`config.mk`:
```
export PLATFORM = sky130hd
export DESIGN_NAME = addition_normalize_pack_unit
export DESIGN_NICKNAME = d
export VERILOG_FILES = /design/src/rtl/fp_add_pkg.sv /design/src/rtl/addition_normalize_pack_unit.sv
export SDC_FILE = /design/constraint.sdc
export NUM_CORES = 1
export LEC_CHECK = 0
export CAP_MARGIN = 10
export CORE_MARGIN = 2
export CORE_UTILIZATION = 56
export DETAILED_ROUTE_END_ITERATION = 12
export GPL_ROUTABILITY_DRIVEN = 0
export GPL_TIMING_DRIVEN = 0
export PLACE_DENSITY = 0.83
export SYNTH_ARGS = -nofsm -noshare
export SYNTH_HDL_FRONTEND = slang
export SYNTH_SLANG_ARGS = --single-unit
```
`constraint.sdc`:
```
create_clock -name clk_in -period 4.1 [get_ports clk_in]
set_input_delay 1.23 -clock clk_in [delete_from_list [all_inputs] [get_ports clk_in]]
set_output_delay 1.23 -clock clk_in [all_outputs]
set_load 0.01 [all_outputs]
```
`src/rtl/fp_add_pkg.sv`:
```
// Shared definitions for the single-precision adder pipeline: default widths,
// exponent limits, the back-end state encoding and the shift-count width.
package fp_add_pkg;

   localparam int DATA_WIDTH_DEF = 32;
   localparam int MENT_WIDTH_DEF = 23;
   localparam int EXPO_WIDTH_DEF = 8;

   localparam logic [7:0] EXP_MAX      = 8'hFF;
   localparam logic [7:0] EXP_MIN_NORM = 8'h01;

   // Enough bits to hold a leading-one index 0..MENT_WIDTH and a shift count.
   localparam int SHIFT_WIDTH = $clog2(MENT_WIDTH_DEF) + 1;

   typedef enum logic [1:0] {
      IDLE = 2'd0,
      NORM = 2'd1,
      PACK = 2'd2
   } norm_state_e;

endpackage : fp_add_pkg

```
`src/rtl/addition_normalize_pack_unit.sv`:
```
// Stage-4 back end of the single-precision adder: captures the raw mantissa
// sum, normalises it left one bit per cycle, then packs the IEEE-754 word with
// overflow (to infinity) and underflow (flush to zero) handling. Truncating.
module addition_normalize_pack_unit
   import fp_add_pkg::*;
#(
   parameter int DATA_WIDTH = DATA_WIDTH_DEF,
   parameter int MENT_WIDTH = MENT_WIDTH_DEF,
   parameter int EXPO_WIDTH = EXPO_WIDTH_DEF
) (
   input  logic                          clk_in,
   input  logic                          rstn_in,
   input  logic                          start_in,
   output logic                          ready_out,
   input  logic                          sign_in,
   input  logic [EXPO_WIDTH-1:0]         exponent_in,
   input  logic [MENT_WIDTH+1:0]         sum_in,
   input  logic [$clog2(MENT_WIDTH):0]   normalize_position_in,
   output logic [DATA_WIDTH-1:0]         result_out,
   output logic                          done_out,
   output logic                          overflow_out,
   output logic                          underflow_out
);

   localparam int SW = $clog2(MENT_WIDTH) + 1;

   norm_state_e               state_q, state_d;
   logic                      sign_q, sign_d;
   logic [EXPO_WIDTH-1:0]     exp_q, exp_d;
   logic [MENT_WIDTH:0]       mant_q, mant_d;
   logic [SW-1:0]             cnt_q, cnt_d;
   logic                      zero_q, zero_d;
   logic                      ovf_q, ovf_d;
   logic                      unf_q, unf_d;
   logic [DATA_WIDTH-1:0]     result_q, result_d;
   logic                      done_q, done_d;
   logic                      ovf_out_q, ovf_out_d;
   logic                      unf_out_q, unf_out_d;

   logic                      carry_s;
   logic                      sum_zero_s;
   logic                      ovf_in_s;

   // Operand classification used on the accept edge.
   always_comb begin
      carry_s    = sum_in[MENT_WIDTH+1];
      sum_zero_s = (sum_in == '0);
      // A carry bumps the exponent, so EXP_MAX-1 with carry also overflows.
      ovf_in_s   = (exponent_in == EXP_MAX) ||
                   (carry_s && (exponent_in == (EXP_MAX - EXP_MIN_NORM)));
   end

   // Next-state and datapath: capture in IDLE, shift in NORM, pack in PACK.
   always_comb begin
      state_d   = state_q;
      sign_d    = sign_q;
      exp_d     = exp_q;
      mant_d    = mant_q;
      cnt_d     = cnt_q;
      zero_d    = zero_q;
      ovf_d     = ovf_q;
      unf_d     = unf_q;
      result_d  = result_q;
      done_d    = 1'b0;
      ovf_out_d = ovf_out_q;
      unf_out_d = unf_out_q;

      case (state_q)
         IDLE: begin
            if (start_in) begin
               state_d = NORM;
               sign_d  = sum_zero_s ? 1'b0 : sign_in;
               zero_d  = sum_zero_s;
               ovf_d   = ovf_in_s;
               unf_d   = 1'b0;
               if (carry_s) begin
                  mant_d = sum_in[MENT_WIDTH+1:1];
                  exp_d  = exponent_in + {{(EXPO_WIDTH-1){1'b0}}, 1'b1};
                  cnt_d  = '0;
               end else begin
                  mant_d = sum_in[MENT_WIDTH:0];
                  exp_d  = exponent_in;
                  // Leading-one position is trusted as supplied.
                  if (sum_zero_s || ovf_in_s) begin
                     cnt_d = '0;
                  end else begin
                     cnt_d = SW'(MENT_WIDTH) - normalize_position_in;
                  end
               end
            end else begin
               state_d = IDLE;
            end
         end

         NORM: begin
            if (cnt_q == '0) begin
               state_d = PACK;
            end else if (exp_q > EXP_MIN_NORM) begin
               mant_d = {mant_q[MENT_WIDTH-1:0], 1'b0};
               exp_d  = exp_q - {{(EXPO_WIDTH-1){1'b0}}, 1'b1};
               cnt_d  = cnt_q - {{(SW-1){1'b0}}, 1'b1};
            end else begin
               // Further shifts would leave the normal range: flush to zero.
               unf_d   = 1'b1;
               state_d = PACK;
            end
         end

         PACK: begin
            state_d   = IDLE;
            done_d    = 1'b1;
            ovf_out_d = ovf_q;
            unf_out_d = unf_q;
            if (ovf_q) begin
               result_d = {sign_q, {EXPO_WIDTH{1'b1}}, {MENT_WIDTH{1'b0}}};
            end else if (unf_q) begin
               result_d = {sign_q, {(DATA_WIDTH-1){1'b0}}};
            end else if (zero_q) begin
               result_d = '0;
            end else begin
               result_d = {sign_q, exp_q, mant_q[MENT_WIDTH-1:0]};
            end
         end

         default: begin
            state_d = IDLE;
         end
      endcase
   end

   // State and datapath registers; async reset clears everything.
   always_ff @(posedge clk_in or negedge rstn_in) begin
      if (!rstn_in) begin
         state_q   <= IDLE;
         sign_q    <= 1'b0;
         exp_q     <= '0;
         mant_q    <= '0;
         cnt_q     <= '0;
         zero_q    <= 1'b0;
         ovf_q     <= 1'b0;
         unf_q     <= 1'b0;
         result_q  <= '0;
         done_q    <= 1'b0;
         ovf_out_q <= 1'b0;
         unf_out_q <= 1'b0;
      end else begin
         state_q   <= state_d;
         sign_q    <= sign_d;
         exp_q     <= exp_d;
         mant_q    <= mant_d;
         cnt_q     <= cnt_d;
         zero_q    <= zero_d;
         ovf_q     <= ovf_d;
         unf_q     <= unf_d;
         result_q  <= result_d;
         done_q    <= done_d;
         ovf_out_q <= ovf_out_d;
         unf_out_q <= unf_out_d;
      end
   end

   assign ready_out     = (state_q == IDLE);
   assign result_out    = result_q;
   assign done_out      = done_q;
   assign overflow_out  = ovf_out_q;
   assign underflow_out = unf_out_q;

endmodule : addition_normalize_pack_unit

```
==> results.json <==
{
  "grt_overflow_total": 0,
  "io_buffers": 78,
  "p_leak_nw": 2.23,
  "wl_mm": 10.3,
  "drive_above_1_share": 0.0810,
  "critPathKind": "input pin to flop",
  "finalCritPeriodShare": 0.691,
  "yosysWarnings": 0,
  "vias": 3575,
  "ys_seq_area_frac": 0.494,
  "grt_pass1_vias": 3461,
  "r2r-end": "mant_q[22]",
  "ys.flop_type": "dfrtp_1",
  "nets": 551,
  "cts-root-buf": "clkbuf_8",
  "finalNonFillerCells": 602,
  "synth_area_mm2": 0.00395,
  "clk_pin_slew_ns": 0.08,
  "pre_cts_ws_ns": 0.915,
  "cts_buffers": 9,
  "synthCells": 411,
  "grt_max_degree": 54,
  "fmax_mhz": 353,
  "firstDrtPassIters": 4,
  "ctsHoldBuffers": 0,
  "setup-tns-final_ns": 0,
  "core_area_mm2": 0.00679,
  "finalPower_mw": 3.74,
  "cts_buffer_depth": 2,
  "cp_data_required_time_ns": 4.32,
  "clock_latency_ns": 0.36,
  "postLayoutCellArea_mm2": 0.00509,
  "crit_arrival_ns": 3.05,
  "htree_num_levels": 3,
  "syn_avg_cell_area_um2": 9.60,
  "wire_per_inst_um": 17.1,
  "cts_setup_buffers": 0,
  "setup_viol": 0,
  "fillers": 516,
  "reg2reg_depth": 5,
  "endpoint_kind": "flop",
  "setup_ws_ns": 1.27,
  "fp-row-count": 30,
  "critical_path.startpoint_type": "input pin",
  "drtAntennaViolNets": 0,
  "synth_cell_types": 41,
  "antenna_found_initial": 0,
  "fp.dieH_um": 88.0,
  "hold_class": "flop to flop",
  "cts_tree": "yes",
  "endpoint": "mant_q[22]",
  "ioPinCount": 79,
  "hold_violations": 0,
  "drc": 0,
  "slew_viol_final": 0,
  "synth-edff-count": 0,
  "rsz0062_at_grt": "no",
  "num_antenna_cells": 0,
  "start_util": 0.581,
  "viasPerCell": 5.94,
  "grt_pass1_wl_mm": 16.4,
  "finalClockSkew_ns": 0.00975,
  "async_flop_share": 1.00,
  "ir_worst_vdd_mv": 0.508,
  "reg2reg_from": "exp_q[4]",
  "timing.slew.headroom": 0.658,
  "drv_cap": 0,
  "syn2layout_area_growth_pct": 28.9,
  "dpl.hpwl_mm": 7.51,
  "worst_slew_pin_slew_ns": 0.512,
  "cts_resized": 0,
  "dieArea_mm2": 0.00774,
  "synth.ff_latch_count": 78,
  "syn-num-nets": 461,
  "reg2reg_setup_slack_ns": 2.01,
  "initialDrtViolationCount": 291,
  "period_minus_slack_ns": 2.83,
  "p_per_area_mw_per_mm2": 736,
  "grt_use_total": 0.281,
  "clkSinkCount": 78,
  "status": "finished, final reports clean",
  "crit_start": "sum_in[24]",
  "die_width_um": 88.0,
  "dpl-instance-area_mm2": 0.00487,
  "critPathMaxFanout": 10,
  "dp.cells": 586
}
==> how the worst min path moves through the flow <==
stage                               from              to  slack (ns)  cells past startpoint
after detailed placement  result_out[26]  result_out[26]        0.47                      2
after global placement    result_out[27]  result_out[27]        0.47                      2
after floorplan                   sign_q          sign_q        0.45                      2
final                     result_out[31]  result_out[31]        0.48                      2
after global routing      result_out[31]  result_out[31]        0.51                      2
after CTS                 result_out[26]  result_out[26]        0.49                      2
==> registers in the layout, summed over array words and instances, names as in the netlist <==
| name | count |
|---|---|
| exp_q | 8 |
| state_q | 2 |
| sign_q | 1 |
| underflow_out | 1 |
| done_out | 1 |
| ovf_q | 1 |
| cnt_q | 6 |
| zero_q | 1 |
| overflow_out | 1 |
| mant_q | 23 |
| unf_q | 1 |
| result_out | 32 |
==> report_power, final <==
group | internal [mW] | leakage, nW | switching [mW] | total, mW
logic | 0.799 | 1.12 | 0.938 | 1.74
registers | 1.10 | 1.00 | 0.273 | 1.37
clock network | 0.342 | 0.106 | 0.291 | 0.633
total | 2.24 | 2.23 | 1.50 | 3.74
==> cell usage after synthesis (2+ instances only) <==
master,instances,area share
a21oi_1,42,0.053
ha_1,7,0.022
and3_1,2,0.0032
a22o_1,23,0.051
xor2_1,3,0.0067
nor2b_1,3,0.0048
o211ai_2,2,0.0063
o211ai_1,2,0.0038
nor3_1,6,0.0076
xnor2_1,4,0.0089
nand3_1,3,0.0038
mux2_2,2,0.0057
mux2i_1,23,0.058
clkbuf_1,13,0.012
nor4_4,2,0.011
dfrtp_1,78,0.49
or3_1,3,0.0048
nand2b_1,4,0.0063
a2bb2oi_1,4,0.0089
nand2_1,50,0.048
nand4_1,5,0.0079
o22a_1,3,0.0067
o21ai_0,45,0.057
o22ai_1,3,0.0048
a211o_1,2,0.0044
buf_2,12,0.015
nor4_1,6,0.0095
nor2_1,34,0.032
inv_1,11,0.010
o31ai_1,3,0.0057
==> through the flow <==
| step | hold slack (ns) | util |
|---|---|---|
| final | 0.485 | 0.749 |
| after global routing | 0.506 | 0.749 |
| after CTS | 0.492 | 0.749 |
| after detailed placement | 0.474 | 0.717 |
| after global placement | 0.465 | 0.714 |
| after floorplan | 0.450 | - |
==> cell type report <==
class,instances,area (um2),share of cell area
multi-input combinational,294,1820,0.358
clock buffer,10,128,0.0251
clock inverter,6,86.3,0.0170
inverter,11,41.3,0.00812
buffer,28,131,0.0258
timing repair buffer,79,806,0.158
tap,96,120,0.0236
sequential,78,1950,0.384
==> critical path, cell delays in order <==
cell,delay (ns)
clkdlybuf4s50_1,0.58
buf_2,0.31
buf_2,0.35
mux2i_1,0.26
nor2_1,0.07
a21oi_1,0.14
o21ai_0,0.10
==> cell usage in the layout, fill, tap and decap left out, drive strengths merged <==
master / Yosys / routed
nor4: 8 / 8
nor2b: 3 / 3
nor2: 34 / 34
mux2i: 23 / 23
o22a: 3 / 3
clkbuf: 13 / 23
nand2b: 4 / 4
nand2: 50 / 50
a22o: 23 / 23
dfrtp: 78 / 78
and3: 2 / 2
o22ai: 3 / 3
a21boi: 1 / 1
nor3: 7 / 7
o21ai: 45 / 45
or3: 3 / 3
nand3b: 1 / 1
a211o: 2 / 2
o21a: 1 / 1
o31ai: 3 / 3
ha: 7 / 7
bufinv: 0 / 2
nand3: 3 / 3
nand4b: 1 / 1
inv: 11 / 11
clkinvlp: 0 / 1
xnor2: 4 / 4
clkinv: 0 / 3
a21oi: 43 / 43
xor2: 3 / 3
a2bb2oi: 4 / 4
or2: 1 / 1
o211ai: 4 / 4
buf: 15 / 17
mux2: 2 / 2
nand4: 5 / 5
clkdlybuf4s50: 0 / 77
o32a: 1 / 1
==> routing by layer <==
metal,GRT usage,vias to the layer above,routed length [um]
met5,0,-,0
li1,-,1653,-
met2,0.461,173,5100
met3,0.0424,42,558
met1,0.357,1707,4260
met4,0.158,0,370
==> kinds of logic after synthesis <==
logic type | after synthesis | synth area share
simple gates | 122 | 0.147
fa+ha+maj | 7 | 0.0222
compound gates | 133 | 0.213
mux | 25 | 0.0640
flops | 78 | 0.494
buf+inv | 39 | 0.0437
xor+xnor | 7 | 0.0155
Power figures use the tool's default switching activity.
